--- src/rtl/uart_rx_fifo.sv ---
`default_nettype none
// ============================================================================
// Module      : uart_rx_fifo
// Description : First-word-fall-through receive FIFO for a UART, storing each
//               character with its frame-error bit; overrun and error counting.
// Revision    : 1.0 - initial release
// ============================================================================
module uart_rx_fifo #(
    parameter int DATA_W    = 8,
    parameter int DEPTH     = 16,
    parameter int AFULL_LVL = 12
) (
    input  logic                     clk,
    input  logic                     reset_n,
    input  logic                     wr_valid,
    input  logic [DATA_W-1:0]        wr_data,
    input  logic                     wr_frame_err,
    input  logic                     rd_en,
    input  logic                     clr_status,
    output logic [DATA_W-1:0]        rd_data,
    output logic                     rd_frame_err,
    output logic                     empty,
    output logic                     full,
    output logic                     almost_full,
    output logic [$clog2(DEPTH):0]   level,
    output logic                     overrun,
    output logic [7:0]               err_count
);

    localparam int              c_AW     = $clog2(DEPTH);
    localparam logic [c_AW:0]   c_DEPTH  = DEPTH[c_AW:0];
    localparam logic [c_AW:0]   c_AFULL  = AFULL_LVL[c_AW:0];

    logic [DATA_W:0]    r_mem [DEPTH];
    logic [c_AW-1:0]    r_wr_ptr;
    logic [c_AW-1:0]    r_rd_ptr;
    logic [c_AW:0]      r_level;
    logic               r_empty;
    logic               r_full;
    logic               r_afull;
    logic               r_overrun;
    logic [7:0]         r_err_count;

    logic               w_push;
    logic               w_pop;
    logic               w_drop;
    logic               w_err_inc;
    logic [c_AW:0]      w_level_nxt;

    // A pop while full frees the slot the simultaneous write lands in.
    assign w_push    = wr_valid && (!r_full || rd_en);
    assign w_pop     = rd_en && !r_empty;
    assign w_drop    = wr_valid && r_full && !rd_en;
    assign w_err_inc = w_push && wr_frame_err;

    always_comb begin
        w_level_nxt = r_level;
        if (w_push && !w_pop) begin
            w_level_nxt = r_level + 1'b1;
        end else if (!w_push && w_pop) begin
            w_level_nxt = r_level - 1'b1;
        end
    end

    always_ff @(posedge clk) begin
        if (w_push) begin
            r_mem[r_wr_ptr] <= {wr_frame_err, wr_data};
        end
    end

    always_ff @(posedge clk or negedge reset_n) begin
        if (!reset_n) begin
            r_wr_ptr    <= '0;
            r_rd_ptr    <= '0;
            r_level     <= '0;
            r_empty     <= 1'b1;
            r_full      <= 1'b0;
            r_afull     <= 1'b0;
            r_overrun   <= 1'b0;
            r_err_count <= 8'd0;
        end else begin
            if (w_push) begin
                r_wr_ptr <= r_wr_ptr + 1'b1;
            end
            if (w_pop) begin
                r_rd_ptr <= r_rd_ptr + 1'b1;
            end
            r_level <= w_level_nxt;
            r_empty <= (w_level_nxt == '0);
            r_full  <= (w_level_nxt == c_DEPTH);
            r_afull <= (w_level_nxt >= c_AFULL);

            // A drop in the clearing cycle still leaves the flag set.
            if (clr_status) begin
                r_overrun <= w_drop;
            end else if (w_drop) begin
                r_overrun <= 1'b1;
            end

            if (clr_status) begin
                r_err_count <= {7'd0, w_err_inc};
            end else if (w_err_inc && (r_err_count != 8'hFF)) begin
                r_err_count <= r_err_count + 8'd1;
            end
        end
    end

    assign {rd_frame_err, rd_data} = r_mem[r_rd_ptr];
    assign empty       = r_empty;
    assign full        = r_full;
    assign almost_full = r_afull;
    assign level       = r_level;
    assign overrun     = r_overrun;
    assign err_count   = r_err_count;

endmodule
`default_nettype wire

--- config.mk ---
export PLATFORM = sky130hd
export DESIGN_NAME = uart_rx_fifo
export DESIGN_NICKNAME = d
export VERILOG_FILES = /design/src/rtl/uart_rx_fifo.sv
export SDC_FILE = /design/constraint.sdc
export NUM_CORES = 1
export LEC_CHECK = 0
export CAP_MARGIN = 30
export CORE_ASPECT_RATIO = 2
export CORE_MARGIN = 4
export CORE_UTILIZATION = 55
export CTS_BUF_LIST = sky130_fd_sc_hd__clkbuf_16
export DETAILED_ROUTE_END_ITERATION = 8
export DONT_BUFFER_PORTS = 1
export PLACE_DENSITY = 0.7
export SYNTH_ARGS = -nofsm -noshare
export SYNTH_HDL_FRONTEND = slang
export SYNTH_SLANG_ARGS = --single-unit
--- constraint.sdc ---
create_clock -name clk -period 2.8 [get_ports clk]
set_input_delay 0.14 -clock clk [delete_from_list [all_inputs] [get_ports clk]]
set_output_delay 0.14 -clock clk [all_outputs]
set_load 0.02 [all_outputs]
==> reports/qor.yml, run 1 <==
floorplanning:
  die_w_microns: 87.3
  io_pins: 40
  dieHeight_microns: 167
  die-area_sq_mm: 0.0145
  start_util_pct: 56.4
  fp-row-count: 57
  coreArea_sq_mm: 0.0123
pwr:
  power_density_mw_per_mm2: 1020
  leakage_nw: 2.82
  peakVddDrop_mv: 0.731
clock_network:
  clkSinkCount: 169
  ctsResizeCount: 0
  clk-insertion-delay-late_ns: 0.43
  clkTransAtPathRegs_ns: 0.06
  cts_root_buffer: "clkbuf_16"
  tritoncts: "done"
  clockBufferDepth: 2
  cts_inserted_buffers: 17
  htree_num_levels: 4
timing:
  period_needed_ns: 2.50
  period_share_pct: 89.5
  rsz0062_at_grt: "false"
  slew_headroom_pct: 54.3
  fmax_ghz: 0.399
  tns_ns: 0
  drv_slew: 0
  setup_viol: 0
  fin_ws_ns: 0.295
  worstMarginPinSlew_ns: 0.683
  hold_viol_final: 0
  clock_skew_ns: 0.00970
synthesis:
  ys_seq_area_share_pct: 71.6
  synth_async_sr_flop_share_pct: 14.8
  synthAdderAreaFrac_pct: 1.45
  synth_compound_area_share_pct: 5.77
  synth.area.mux_share_pct: 11.5
  netlist_instances: 416
  synth.cell_area_sq_mm: 0.00692
  synth_flop_cell: "edfxtp_1"
  synth-simple-area-share_pct: 5.99
  ys_ff_latch: 169
  syn_avg_cell_area_sq_um: 16.6
  syn-num-nets: 438
  ys_types: 49
  synth-xor-area-share_pct: 1.77
  synth_top_family_by_area: "multiplexers"
  yosysWarnings: 0
  synth-edff-count: 144
global_route:
  grt_usage_pct: 21.1
  gr-total-overflow: 0
  grt_pass1_vias: 3804
  grt_max_degree: 38
  antenna_found_initial: 1
  grt_pass1_wl_microns: 22300
final_layout:
  layout_commonest_cell: "edfxtp_1"
  drive_gt1_share_pct: 20.5
  layout_common_cells: "edfxtp_1 (144), mux2i_1 (28), buf_4 (25), dfrtp_1 (23)"
  nFillCells: 835
  fin_nets: 478
  syn_to_final_growth_pct: 14.9
  design_area_sq_mm: 0.00794
worst_setup_path:
  worst-setup-path-type: "flip-flop to primary output"
  crit_arrival_ns: 2.36
  startpoint_type: "flip-flop"
  path_max_fanout: 12
  crit_required_ns: 2.66
  critPathCaptureType: "primary output"
routing:
  dr.pass1.iters: 5
  wl_microns: 14200
  wl_met3_microns: 472
  drc: 0
  wl_per_cell_microns: 23.1
  met1Wirelength_microns: 5290
  ant_nets: 0
  num_vias: 3755
  top_layer_used: "met4"
  met2_length_microns: 8110
  drtIter0Drc: 247
  vias_per_cell: 6.09
placed_design:
  dp_hpwl_microns: 9600
  preCtsSetupSlack_ns: 0.672
  place_congestion: 0.807
  portBuffers: 0
  placed_cell_area_sq_mm: 0.00720
flow_run:
  drv_cap: 0
outcome:
  status: "finished clean"
min_path:
  hold_path_class: "input pin to flip-flop"
==> routing by layer <==
metal	vias up	GRT usage (%)
li1	1702	-
met1	1939	24.4
met2	96	36.9
met3	18	5.54
met4	0	7.75
met5	-	0
==> final timing paths <==
check | from | to | slack, ns | cells past startpoint
max | r_rd_ptr[1] | rd_data[3] | 0.30 | 4
min | wr_valid | level[0] | 0.04 | 3
max reg2reg | level[0] | empty | 0.72 | 6
min reg2reg | r_wr_ptr[3] | r_wr_ptr[3] | 0.63 | 1
max in group asynchronous | reset_n | empty | 2.43 | 2
min in group asynchronous | reset_n | err_count[3] | 0.14 | 2
==> area by class of cell <==
| type | count | area [sq um] | area share, % |
|---|---|---|---|
| Multi-Input combinational cell | 221 | 1830 | 23.1 |
| Clock inverter | 15 | 161 | 2.03 |
| Inverter | 7 | 26.3 | 0.331 |
| Antenna cell | 1 | 2.50 | 0.0315 |
| Sequential cell | 169 | 4950 | 62.3 |
| Tap cell | 147 | 184 | 2.32 |
| Clock buffer | 17 | 425 | 5.36 |
| Timing Repair Buffer | 40 | 358 | 4.50 |
==> timing repair <==
| action | 4_1_cts | 5_1_grt |
|---|---|---|
| buffers inserted | 0 | 0 |
| hold buffers | 14 | 0 |
| hold endpoints to repair | 179 | 0 |
==> through the flow <==
step | util, % | power (W) | instances | hold WS [ns]
2_1_floorplan | - | 0.00512 | 416 | -0.156
3_3_place_gp | 58.7 | 0.00573 | 570 | -0.155
3_5_place_dp | 58.7 | 0.00578 | 570 | -0.155
4_1_cts | 64.7 | 0.00811 | 616 | 0.0165
5_1_grt | 64.8 | 0.00845 | 617 | 0.0569
6_report | 64.8 | 0.00806 | 617 | 0.0429
==> power breakdown <==
group          internal [W]  switching [W]  leakage [nW]
registers           0.00307       0.000385          1.61
clock network       0.00126        0.00103         0.283
logic              0.000935        0.00138         0.925
total               0.00527        0.00280          2.82
==> sequential cells by signal, summed over array words and instances, names as in the netlist <==
name         cells
r_mem          144
err_count        8
level            5
r_rd_ptr         4
r_wr_ptr         4
almost_full      1
empty            1
full             1
overrun          1
==> Yosys cell counts, types with 2 or more instances <==
| master | instances | share of area (%) |
|---|---|---|
| nor2b_1 | 3 | 0.27 |
| o21ai_0 | 22 | 1.6 |
| nor3b_1 | 2 | 0.22 |
| a21oi_1 | 11 | 0.80 |
| nand3_2 | 2 | 0.29 |
| edfxtp_1 | 144 | 63 |
| mux2_2 | 10 | 1.6 |
| dfrtp_1 | 24 | 8.7 |
| buf_6 | 2 | 0.33 |
| nand3_1 | 7 | 0.51 |
| buf_1 | 5 | 0.27 |
| buf_2 | 5 | 0.36 |
| inv_1 | 7 | 0.38 |
| nand2b_1 | 3 | 0.27 |
| ha_1 | 8 | 1.4 |
| mux2i_1 | 28 | 4.1 |
| nor4_1 | 2 | 0.18 |
| a221oi_1 | 9 | 1.1 |
| xnor2_1 | 12 | 1.5 |
| o22ai_1 | 2 | 0.18 |
| and2_1 | 2 | 0.18 |
| nor2_1 | 20 | 1.1 |
| buf_4 | 3 | 0.33 |
| nor3_1 | 8 | 0.58 |
| a22oi_1 | 9 | 0.98 |
| clkbuf_1 | 4 | 0.22 |
| mux4_2 | 18 | 5.9 |
| nand2_1 | 22 | 1.2 |
| xor2_1 | 2 | 0.25 |
==> worst max-delay path, stage by stage, from the launching register on <==
cell	delay (ns)
dfrtp_1	0.58
and2_1	0.42
a221oi_1	0.54
a22oi_1	0.18
nand2_1	0.22
==> cell families after synthesis <==
family                     Yosys count
adders and majority gates            8
AOI/OAI and AO/OA                   62
xor gates and xnor gates            14
DFF                                169
and+or+nand+nor                     81
muxes                               56
buffers and inverters               26
(Power assumes the default switching activity.)
==> run 2, diff against run 1 <==
--- a/config.mk
+++ b/config.mk
@@ -12,7 +12,7 @@
 export CTS_BUF_LIST = sky130_fd_sc_hd__clkbuf_16
 export DETAILED_ROUTE_END_ITERATION = 8
 export DONT_BUFFER_PORTS = 1
-export PLACE_DENSITY = 0.7
+export PLACE_DENSITY = 0.72
 export SYNTH_ARGS = -nofsm -noshare
 export SYNTH_HDL_FRONTEND = slang
 export SYNTH_SLANG_ARGS = --single-unit
==> run 2 against run 1 <==
Effect of this change:
- sequential share of layout area rose by 0.47 points
- total power down 2.1%
- first-iteration DRC count grew 16%
- core utilization shrank 0.49 points
- register-to-register slack got worse by 0.02 ns
- die area stayed put
- critical endpoint is now rd_data[4]
- largest power group unchanged
==> reports/qor.yml, run 2 (same netlist as run 1, synthesis figures left out) <==
pwr:
  internal-power_w: 0.00523
  leakage_nw: 2.77
  power_density_mw_per_mm2: 1000
  peakVddDrop_mv: 0.750
  p_sw_w: 0.00267
  p_seq_share_pct: 43.6
  clkPwrFrac_pct: 27.2
  switching_share_pct: 33.8
  p_comb_share_pct: 29.2
timing:
  fmax_ghz: 0.419
  drv_slew: 0
  hold_viol_final: 0
  setup_viol: 0
  slew_headroom_pct: 56.3
  clock_skew_ns: 0.0105
  worstMarginPinSlew_ns: 0.655
  period_share_pct: 85.3
  period_needed_ns: 2.39
  rsz0062_at_grt: "false"
  tns_ns: 0
clock_network:
  htree_num_levels: 4
  clk-insertion-delay-late_ns: 0.42
  tritoncts: "done"
  clkTransAtPathRegs_ns: 0.06
  cts_root_buffer: "clkbuf_16"
  clockBufferDepth: 2
  hold_buffers: 14
  cts_inserted_buffers: 17
  clkSinkCount: 169
  ctsResizeCount: 0
  post_cts_buffers: 0
placed_design:
  dp.cells: 565
  place_congestion: 0.871
  portBuffers: 0
  dp_hpwl_microns: 9540
routing:
  vias_per_cell: 6.06
  ant_nets: 0
  drtIter0Drc: 287
  dr.pass1.iters: 4
  drc: 0
  wl_per_cell_microns: 22.9
  wl_microns: 14000
  num_vias: 3703
worst_setup_path:
  crit_required_ns: 2.66
  worst-setup-path-type: "flip-flop to primary output"
  path_max_fanout: 29
  crit_arrival_ns: 2.25
  startpoint_type: "flip-flop"
  critPathCaptureType: "primary output"
final_layout:
  final-seq-area_sq_mm: 0.00495
  largest_register_ffs: 144
  multi_input_area_sq_mm: 0.00183
  instances_no_fill: 611
  nFillCells: 847
  layout_common_cells: "edfxtp_1 (144), mux2i_1 (28), dfrtp_1 (23), nand2_1 (22), o21ai_0 (22)"
  n_antenna_cell: 0
  syn_to_final_growth_pct: 14.0
  fin_nets: 473
  layout_commonest_cell: "edfxtp_1"
  largest-register: "r_mem"
  drive_gt1_share_pct: 19.0
global_route:
  grt_pass1_wl_microns: 21600
  gr-total-overflow: 0
  antenna_found_initial: 0
  grt_usage_pct: 20.5
  grt_max_degree: 30
  grt_pass1_vias: 3952
floorplanning:
  start_util_pct: 56.4
  die_w_microns: 87.3
  coreArea_sq_mm: 0.0123
  fp-row-count: 57
  die-area_sq_mm: 0.0145
  io_pins: 40
  dieHeight_microns: 167
flow_run:
  drv_cap: 0
min_path:
  hold_path_class: "input pin to flip-flop"
outcome:
  status: "finished clean"
==> run 2: changes by cell type in the layout (fill, tap and decap cells not counted), sizes merged <==
| cell | previous run | this run |
|---|---|---|
| buf | 27 | 22 |
| clkinvlp | 2 | 6 |
| inv | 14 | 10 |
| diode | 1 | 0 |
==> run 2: cell type report <==
type / instances / area share [%]
clock inverter: 15 / 1.63
timing repair buffer: 35 / 4.22
clock buffer: 17 / 5.40
inverter: 7 / 0.333
tap: 147 / 2.33
sequential: 169 / 62.8
multi-input combinational: 221 / 23.3
==> run 2: stage by stage <==
step	setup slack [ns]	util (%)	power [W]	hold slack [ns]	instance area [sq um]
4_1_cts	0.377	64.3	0.00795	0.0377	7880
3_3_place_gp	0.803	58.5	0.00568	-0.155	7180
5_1_grt	0.219	64.3	0.00830	0.0713	7880
2_1_floorplan	0.565	-	0.00512	-0.156	6920
6_report	0.411	64.3	0.00790	0.0638	7880
3_5_place_dp	0.707	58.5	0.00574	-0.155	7180
==> run 2: path summary, 6_finish.rpt <==
check | endpoint | slack (ns) | startpoint | cells past startpoint
min reg2reg | r_wr_ptr[3] | 0.62 | r_wr_ptr[3] | 1
max | rd_data[4] | 0.41 | r_rd_ptr[0] | 4
min in group asynchronous | err_count[1] | 0.18 | reset_n | 2
max in group asynchronous | empty | 2.39 | reset_n | 2
max reg2reg | r_mem[3][7] | 0.70 | full | 5
min | level[0] | 0.06 | wr_valid | 3
==> run 2: power by group through the flow <==
stage | Sequential (W) | Combinational (W) | Clock, W
after floorplan | 0.00332 | 0.00180 | 0
after global placement | 0.00347 | 0.00222 | 0
after detailed placement | 0.00349 | 0.00225 | 0
after CTS | 0.00344 | 0.00233 | 0.00217
after global routing | 0.00348 | 0.00251 | 0.00230
final | 0.00344 | 0.00231 | 0.00215
==> run 2: per-layer routing <==
metal	global-route usage, %	wire length (microns)	share of wire [%]
met1	20.5	4660	33
met2	38.0	8180	58
met3	5.73	583	4.2
met4	8.62	575	4.1
met5	0	0	0
==> run 2: worst max-delay path: stages (launching register included) <==
cell and delay, ns:
dfrtp_2 0.53, buf_12 0.27, mux4_2 0.54, a22oi_1 0.23, nand2_1 0.26
==> run 3, diff against run 2 <==
--- a/config.mk
+++ b/config.mk
@@ -5,14 +5,16 @@
 export SDC_FILE = /design/constraint.sdc
 export NUM_CORES = 1
 export LEC_CHECK = 0
-export CAP_MARGIN = 30
+export CAP_MARGIN = 0
 export CORE_ASPECT_RATIO = 2
 export CORE_MARGIN = 4
 export CORE_UTILIZATION = 55
 export CTS_BUF_LIST = sky130_fd_sc_hd__clkbuf_16
 export DETAILED_ROUTE_END_ITERATION = 8
 export DONT_BUFFER_PORTS = 1
+export HOLD_SLACK_MARGIN = 0.12
 export PLACE_DENSITY = 0.72
 export SYNTH_ARGS = -nofsm -noshare
 export SYNTH_HDL_FRONTEND = slang
 export SYNTH_SLANG_ARGS = --single-unit
+export TNS_END_PERCENT = 1
==> run 3 against run 2 <==
Effect of this change:
- fmax is 0.14% higher
- total power hardly changed
- first-iteration DRC count is 0.70% higher
- worst hold slack better by 0.079 ns
- combinational power hardly changed
- setup slack better by 0.0032 ns
- via count is 1.2% higher
- critical path depth stayed put
- cell count is 0.33% higher
- sequential power hardly changed
- register-to-register slack worse by 0.02 ns
- largest cell class unchanged
- largest power group unchanged
==> reports/qor.yml, run 3 (same netlist as run 1, synthesis figures left out) <==
outcome:
  status: "finished clean"
timing:
  drv_slew: 0
  period_share_pct: 85.2
  setup_viol: 0
  hold_viol_final: 0
  slew_headroom_pct: 52.6
  rsz0062_at_grt: "false"
  period_needed_ns: 2.39
  tns_ns: 0
  clock_skew_ns: 0.00943
  worstMarginPinSlew_ns: 0.709
  fmax_ghz: 0.419
final_layout:
  fin_util_pct: 64.4
  drive_gt1_share_pct: 18.9
  layout_commonest_cell: "edfxtp_1"
  layout_common_cells: "edfxtp_1 (144), mux2i_1 (28), dfrtp_1 (23), nand2_1 (22), o21ai_0 (22)"
  largest_register_ffs: 144
  design_area_sq_mm: 0.00790
  syn_to_final_growth_pct: 14.2
  fin_nets: 474
  largest-register: "r_mem"
floorplanning:
  coreArea_sq_mm: 0.0123
  die-area_sq_mm: 0.0145
  start_util_pct: 56.4
  fp-row-count: 57
  io_pins: 40
  dieHeight_microns: 167
  die_w_microns: 87.3
clock_network:
  cts_inserted_buffers: 17
  cts_root_buffer: "clkbuf_16"
  htree_num_levels: 4
  clkTransAtPathRegs_ns: 0.06
  clockBufferDepth: 2
  ctsResizeCount: 0
  clkSinkCount: 169
  tritoncts: "done"
  clk-insertion-delay-late_ns: 0.41
worst_setup_path:
  critPathCaptureType: "primary output"
  worst-setup-path-type: "flip-flop to primary output"
  crit_required_ns: 2.66
  startpoint_type: "flip-flop"
  crit_arrival_ns: 2.25
  path_max_fanout: 29
flow_run:
  drv_cap: 0
routing:
  wl_microns: 14100
  drtIter0Drc: 289
  dr.pass1.iters: 5
  vias_per_cell: 6.12
  drc: 0
  num_vias: 3749
  ant_nets: 0
  wl_per_cell_microns: 22.9
global_route:
  antenna_found_initial: 1
  grt_max_degree: 30
  gr-total-overflow: 0
  grt_pass1_vias: 3985
  grt_pass1_wl_microns: 21700
  grt_usage_pct: 20.6
placed_design:
  dp_hpwl_microns: 9540
  portBuffers: 0
  place_congestion: 0.871
  placed_cell_area_sq_mm: 0.00718
pwr:
  leakage_nw: 2.78
  peakVddDrop_mv: 0.746
  power_density_mw_per_mm2: 1000
  p_total_w: 0.00790
min_path:
  hold_path_class: "input pin to flip-flop"
[run 3: cell types whose count changed in the layout (fill, tap and decap cells not counted)]
cell           before  now
diode_2             0    1
dlygate4sd3_1      13   14
[run 3: routing by layer]
metal / track usage [%] / wire [microns] / up-vias
li1: - / - / 1697
met1: 20.6 / 4720 / 1886
met2: 38.2 / 8180 / 135
met3: 5.73 / 631 / 31
met4: 8.95 / 523 / 0
met5: 0 / 0 / -
[run 3: critical path: stages, from the launching register on]
cell     delay, ns
dfrtp_2       0.53
buf_12        0.26
mux4_2        0.54
a22oi_1       0.23
nand2_1       0.26
[run 3: power by group]
group	internal, W	total (W)	switching, W
clock	0.00122	0.00215	0.000924
combinational	0.000933	0.00231	0.00138
sequential	0.00307	0.00344	0.000372
[run 3: path summary, 6_finish.rpt]
path                                   start      endpoint  slack, ns  cells past startpoint
min in group asynchronous            reset_n  err_count[1]       0.17                      2
worst min register to register   r_wr_ptr[3]   r_wr_ptr[3]       0.63                      1
worst max-delay path             r_rd_ptr[0]    rd_data[4]       0.41                      4
worst max register to register          full   r_mem[3][7]       0.68                      5
worst min-delay path            wr_frame_err  err_count[7]       0.14                      4
max in group asynchronous            reset_n         empty       2.39                      2
[run 3: repair_timing]
action	in CTS	in global routing
endpoints found under the hold margin	186	0
hold buffers	15	0
buffers inserted	0	0
[run 3: stage by stage]
stage / hold slack, ns / setup slack [ns] / instances
after floorplan: -0.156 / 0.565 / 416
after global placement: -0.155 / 0.803 / 565
after detailed placement: -0.155 / 0.707 / 565
after CTS: 0.129 / 0.377 / 612
after global routing: 0.151 / 0.219 / 613
final: 0.143 / 0.414 / 613
[run 3: area by class of cell]
| class | instances | area [sq um] |
|---|---|---|
| Antenna cell | 1 | 2.50 |
| Clock buffer | 17 | 425 |
| Clock inverter | 15 | 129 |
| Fill cell | 846 | 4370 |
| Inverter | 7 | 26.3 |
| Multi-Input combinational cell | 221 | 1830 |
| Sequential cell | 169 | 4950 |
| Tap cell | 147 | 184 |
| Timing Repair Buffer | 36 | 343 |
